**src/rtl/muldiv_unit.sv**
```systemverilog
// muldiv_unit: iterative HI/LO multiply/divide unit.
// Multiply is shift-add, divide is restoring shift-subtract, one bit per
// cycle for WIDTH cycles. Optional build macro MULDIV_SIGNED_EN turns MULT and
// DIV (op 00 / 10) into signed operations; without it they equal MULTU/DIVU.
module muldiv_unit #(
  parameter int WIDTH = 32
) (
  input  logic             clk,
  input  logic             rst_n,
  input  logic             start,
  input  logic [1:0]       op,
  input  logic [WIDTH-1:0] a,
  input  logic [WIDTH-1:0] b,
  output logic             busy,
  output logic             stall,
  output logic             done,
  output logic [WIDTH-1:0] hi,
  output logic [WIDTH-1:0] lo,
  output logic             div_zero
);

  localparam int CW = (WIDTH > 1) ? $clog2(WIDTH) : 1;
  localparam logic [CW-1:0] LAST = CW'(WIDTH - 1);

  typedef enum logic [1:0] {IDLE, RUN, FIN} state_t;

  state_t           state;
  logic [CW-1:0]    cnt;
  logic             op_div;

  // Iteration registers: multiply keeps {partial product, multiplier},
  // divide keeps {partial remainder, dividend/quotient}; opnd is the
  // multiplicand or divisor.
  logic [WIDTH-1:0] acc_hi;
  logic [WIDTH-1:0] acc_lo;
  logic [WIDTH-1:0] opnd;

  logic             accept;
  logic             zero_div;
  logic [WIDTH-1:0] a_mag;
  logic [WIDTH-1:0] b_mag;
  logic [WIDTH:0]   mul_sum;
  logic [WIDTH:0]   div_shift;
  logic [WIDTH:0]   div_diff;
  logic [WIDTH-1:0] nxt_hi;
  logic [WIDTH-1:0] nxt_lo;
  logic [WIDTH-1:0] res_hi;
  logic [WIDTH-1:0] res_lo;

  assign accept   = start && (state != RUN);
  assign zero_div = op[1] && (b == '0);
  assign stall    = busy | (start & (state != RUN));

`ifdef MULDIV_SIGNED_EN
  logic sign_a;
  logic sign_b;
  logic neg_q;
  logic neg_r;

  function automatic logic [WIDTH-1:0] magnitude(input logic signed [WIDTH-1:0] v);
    if (v < 0) magnitude = -v;
    else       magnitude = v;
  endfunction

  function automatic logic [WIDTH-1:0] negate(input logic [WIDTH-1:0] v);
    negate = (~v) + WIDTH'(1);
  endfunction

  function automatic logic [2*WIDTH-1:0] negate2(input logic [2*WIDTH-1:0] v);
    negate2 = (~v) + (2*WIDTH)'(1);
  endfunction

  // Signed ops work on magnitudes; the sign is restored on the final step.
  always_comb begin
    sign_a = ~op[0] & a[WIDTH-1];
    sign_b = ~op[0] & b[WIDTH-1];
    a_mag  = sign_a ? magnitude(a) : a;
    b_mag  = sign_b ? magnitude(b) : b;
  end

  // Apply quotient/product sign and remainder sign to the last iteration.
  always_comb begin
    res_hi = nxt_hi;
    res_lo = nxt_lo;
    if (op_div) begin
      if (neg_q) res_lo = negate(nxt_lo);
      if (neg_r) res_hi = negate(nxt_hi);
    end else if (neg_q) begin
      {res_hi, res_lo} = negate2({nxt_hi, nxt_lo});
    end
  end

  // Result sign flags captured with the operands.
  always_ff @(posedge clk) begin
    if (accept) begin
      neg_q <= sign_a ^ sign_b;
      neg_r <= sign_a;
    end
  end
`else
  // MULT and MULTU (and DIV and DIVU) are the same operation in this build.
  logic unused_op0;
  assign unused_op0 = op[0];
  assign a_mag      = a;
  assign b_mag      = b;
  assign res_hi     = nxt_hi;
  assign res_lo     = nxt_lo;
`endif

  // One shift-add or restoring shift-subtract step on the iteration registers.
  always_comb begin
    mul_sum   = {1'b0, acc_hi} + (acc_lo[0] ? {1'b0, opnd} : {(WIDTH+1){1'b0}});
    div_shift = {acc_hi, acc_lo[WIDTH-1]};
    div_diff  = div_shift - {1'b0, opnd};
    if (op_div) begin
      nxt_hi = div_diff[WIDTH] ? div_shift[WIDTH-1:0] : div_diff[WIDTH-1:0];
      nxt_lo = {acc_lo[WIDTH-2:0], ~div_diff[WIDTH]};
    end else begin
      nxt_hi = mul_sum[WIDTH:1];
      nxt_lo = {mul_sum[0], acc_lo[WIDTH-1:1]};
    end
  end

  // Iteration datapath: load operands on accept, step once per RUN cycle.
  always_ff @(posedge clk) begin
    if (accept) begin
      acc_hi <= '0;
      if (op[1]) begin
        acc_lo <= a_mag;
        opnd   <= b_mag;
      end else begin
        acc_lo <= b_mag;
        opnd   <= a_mag;
      end
    end else if (state == RUN) begin
      acc_hi <= nxt_hi;
      acc_lo <= nxt_lo;
    end
  end

  // Control FSM with registered busy/done and the architectural HI/LO.
  always_ff @(posedge clk) begin
    if (!rst_n) begin
      state    <= IDLE;
      cnt      <= '0;
      op_div   <= 1'b0;
      hi       <= '0;
      lo       <= '0;
      div_zero <= 1'b0;
      busy     <= 1'b0;
      done     <= 1'b0;
    end else begin
      busy <= 1'b0;
      done <= 1'b0;
      case (state)
        IDLE, FIN: begin
          if (start) begin
            op_div <= op[1];
            cnt    <= '0;
            if (zero_div) begin
              state    <= FIN;
              done     <= 1'b1;
              hi       <= a;
              lo       <= '1;
              div_zero <= 1'b1;
            end else begin
              state <= RUN;
              busy  <= 1'b1;
            end
          end else begin
            state <= IDLE;
          end
        end
        RUN: begin
          cnt <= cnt + CW'(1);
          if (cnt == LAST) begin
            state <= FIN;
            done  <= 1'b1;
            hi    <= res_hi;
            lo    <= res_lo;
            if (op_div) div_zero <= 1'b0;
          end else begin
            busy <= 1'b1;
          end
        end
        default: state <= IDLE;
      endcase
    end
  end

endmodule

```
**config.mk**
```make
export PLATFORM = sky130hd
export DESIGN_NAME = muldiv_unit
export DESIGN_NICKNAME = d
export VERILOG_FILES = /design/src/rtl/muldiv_unit.sv
export SDC_FILE = /design/constraint.sdc
export NUM_CORES = 1
export LEC_CHECK = 0
export CAP_MARGIN = 30
export CORE_UTILIZATION = 33
export DETAILED_ROUTE_END_ITERATION = 12
export REMOVE_ABC_BUFFERS = 1
export SYNTH_ARGS = -nofsm -noshare
export SYNTH_HDL_FRONTEND = slang
export SYNTH_SLANG_ARGS = --single-unit
export TNS_END_PERCENT = 5
```
**constraint.sdc**
```tcl
create_clock -name clk -period 4.3 [get_ports clk]
set_clock_uncertainty 0.15 [all_clocks]
set_input_delay 0.86 -clock clk [delete_from_list [all_inputs] [get_ports clk]]
set_output_delay 0.86 -clock clk [all_outputs]
set_load 0.005 [all_outputs]
```
==> qor.csv <==
metric;value;unit
vias;10970;
num-nets-final;1629;
path_clk_slew;0.07;ns
crit_arrival;4.15;ns
timing.final.ws_setup;0.329;ns
syn2layout_area_growth;23.2;%
slew_headroom;53.4;%
ant_nets;0;
cts_tree;built;
power_frac_comb;38.8;%
leakage;5.57;nW
drt-initial-drc-count;663;
syn-cell-area;11700;um2
synth.avg_cell_area;8.63;um2
layout_commonest_cell;nand2_1;
synth_area_leaders;dfxtp_1 18%, edfxtp_1 16%, ha_1 7.1%;
synth_cells;1355;
synth_top_area_cell;dfxtp_1;
crit_fanout;16;
numClockSinks;171;
rsz0062_at_grt;no;
p_int;0.00377;W
yosysWarnings;0;
p_clk_share;26.6;%
die_w;190;um
critical_path_required;4.48;ns
endpoint_kind;register;
grt_pass1_vias;10400;
ys_async_sr_fraction;0;%
crit_chain;inv_1, ha_1, fa_1, nand2b_1, a211oi_4, o211ai_4, a2111oi_4, or4_1, nand3_4, mux2_2, o21ai_0, buf_4, a31oi_1;
antenna_found_initial;0;
grt_pass1_wl;59500;um
cts_resized;0;
cts_hold_buf;0;
globalRouteOverflowTotal;0;
drc;0;
pin_count;137;
maxCapViolations;0;
post_cts.repair.setup_buffers;0;
synth-main-ff-cell;dfxtp_1;
root_buffer;clkbuf_16;
synth_enable_flop_cells;64;
gp_routability_congestion;0.936;
first_pass_iters;6;
die_area;36200;um2
numCtsBuffers;17;
p_per_area;413;nW/um2
crit_type;register to register;
final_util;41.5;%
routedWlPerCell;19.7;um
port_buffers;135;
placed_area;13800;um2
grt_max_degree;98;
num_rows;68;
htreeDepth;4;
crit_family;compound AO/OA/AOI/OAI gates;
setup_viol;0;
hpwl;28800;um
hold_viol;0;
grt_usage;21.3;%
min_path_type;register to register;
seqPwrFrac;34.5;%
period_needed;3.97;ns
antenna_cells;0;
fmax;252;MHz
final_cell_mix;145 x nand2_1, 134 x clkdlybuf4s50_1, 106 x dfxtp_1;
routed_wl;38500;um
worstMarginPinSlew;0.696;ns
initial_core_util;33.7;%
coreArea;34700;um2
peakVddDrop;0.272;mV
die_y;190;um
switching_share;36.5;%
synth-seq-area-share;34.8;%
status;complete, no violations;
setup_tns;0;ns
fin_area;14400;um2
ctsLongestPathBuffers;2;
place_ws;0.296;ns
synth_top_area_share;18.3;%
drive_above_1_share;11.0;%
fin_crit_sh;92.3;%
ys_ff_latch;171;
slew_viol_final;0;
cpMaxStageDelayCell;a2111oi_4;
start_kind;register;
slowest_delay;0.50;ns
power_switching;0.00217;W
viasPerCell;5.60;
clkLatencyLatePin;0.46;ns
synth_cell_type_count;84;
cp_num_buf_inv;2;
## final timing paths
| kind | start | endpoint | slack [ns] | cells after the start |
|---|---|---|---|---|
| max | acc_lo[31] | hi[20] | 0.33 | 13 |
| min | lo[10] | lo[10] | 0.35 | 2 |
| max reg2reg | acc_lo[31] | hi[20] | 0.33 | 13 |
| min reg2reg | lo[10] | lo[10] | 0.35 | 2 |
## cells by family after synthesis
group | share of synthesized area (%)
compound gates | 25.6
xor+xnor | 2.70
fa+ha+maj | 7.41
buf+inv | 4.62
flops | 34.8
mux | 6.65
simple gates | 18.2
## cell usage after synthesis, types with 32 or more instances
master    number
nor2_1        93
inv_1         58
o21ai_0       80
nand2_1      146
mux2_2        37
a31oi_1       32
clkbuf_1      59
nor2b_1       45
dfxtp_1      107
edfxtp_1      64
a211oi_1      80
ha_1          66
a21oi_1       98
mux2i_1       33
and2_1        37
## layout make-up
type | instances | area [um2]
clock buffers | 24 | 482
clock inverters | 8 | 110
fillers | 3501 | 20300
inverters | 60 | 225
multi-input cells | 1049 | 7110
flip-flops and latches | 171 | 4070
well taps | 455 | 569
repair buffers | 193 | 1830
## worst reg2reg max path, cell delays in order (launching register included)
cell and delay (ns):
edfxtp_1 0.35, inv_1 0.05, ha_1 0.21, fa_1 0.39
nand2b_1 0.23, a211oi_4 0.33, o211ai_4 0.15, a2111oi_4 0.50
or4_1 0.29, nand3_4 0.33, mux2_2 0.39, o21ai_0 0.25
buf_4 0.17, a31oi_1 0.07
## metrics by stage
stage | std cells | power [W] | hold slack [ns]
after floorplan | 1280 | 0.00356 | 0.303
after global placement | 1928 | 0.00433 | 0.329
after detailed placement | 1928 | 0.00436 | 0.333
after CTS | 1960 | 0.00594 | 0.346
after global routing | 1960 | 0.00629 | 0.367
final | 1960 | 0.00594 | 0.348
## power groups by stage
stage	registers, W	logic, W	clock network, W
CTS	0.00205	0.00229	0.00161
floorplan	0.00203	0.00152	0
global placement	0.00208	0.00225	0
detailed placement	0.00208	0.00227	0
global route	0.00207	0.00255	0.00167
finish	0.00205	0.00231	0.00158
## sequential cells by signal, summed over array words and instances, names as in the netlist, 2 cells and up
register	flops
acc_hi	32
lo	32
hi	32
acc_lo	32
cnt	5
state	2
opnd	32
## per-layer routing
layer / global-route usage [%] / share of wire (%) / vias to the layer above
met2: 34.5 / 46 / 356
li1: - / - / 5291
met3: 3.76 / 6.2 / 53
met5: 0 / 0 / -
met1: 29.1 / 46 / 5270
met4: 5.85 / 2.1 / 0
Power figures use the tool's default switching activity.
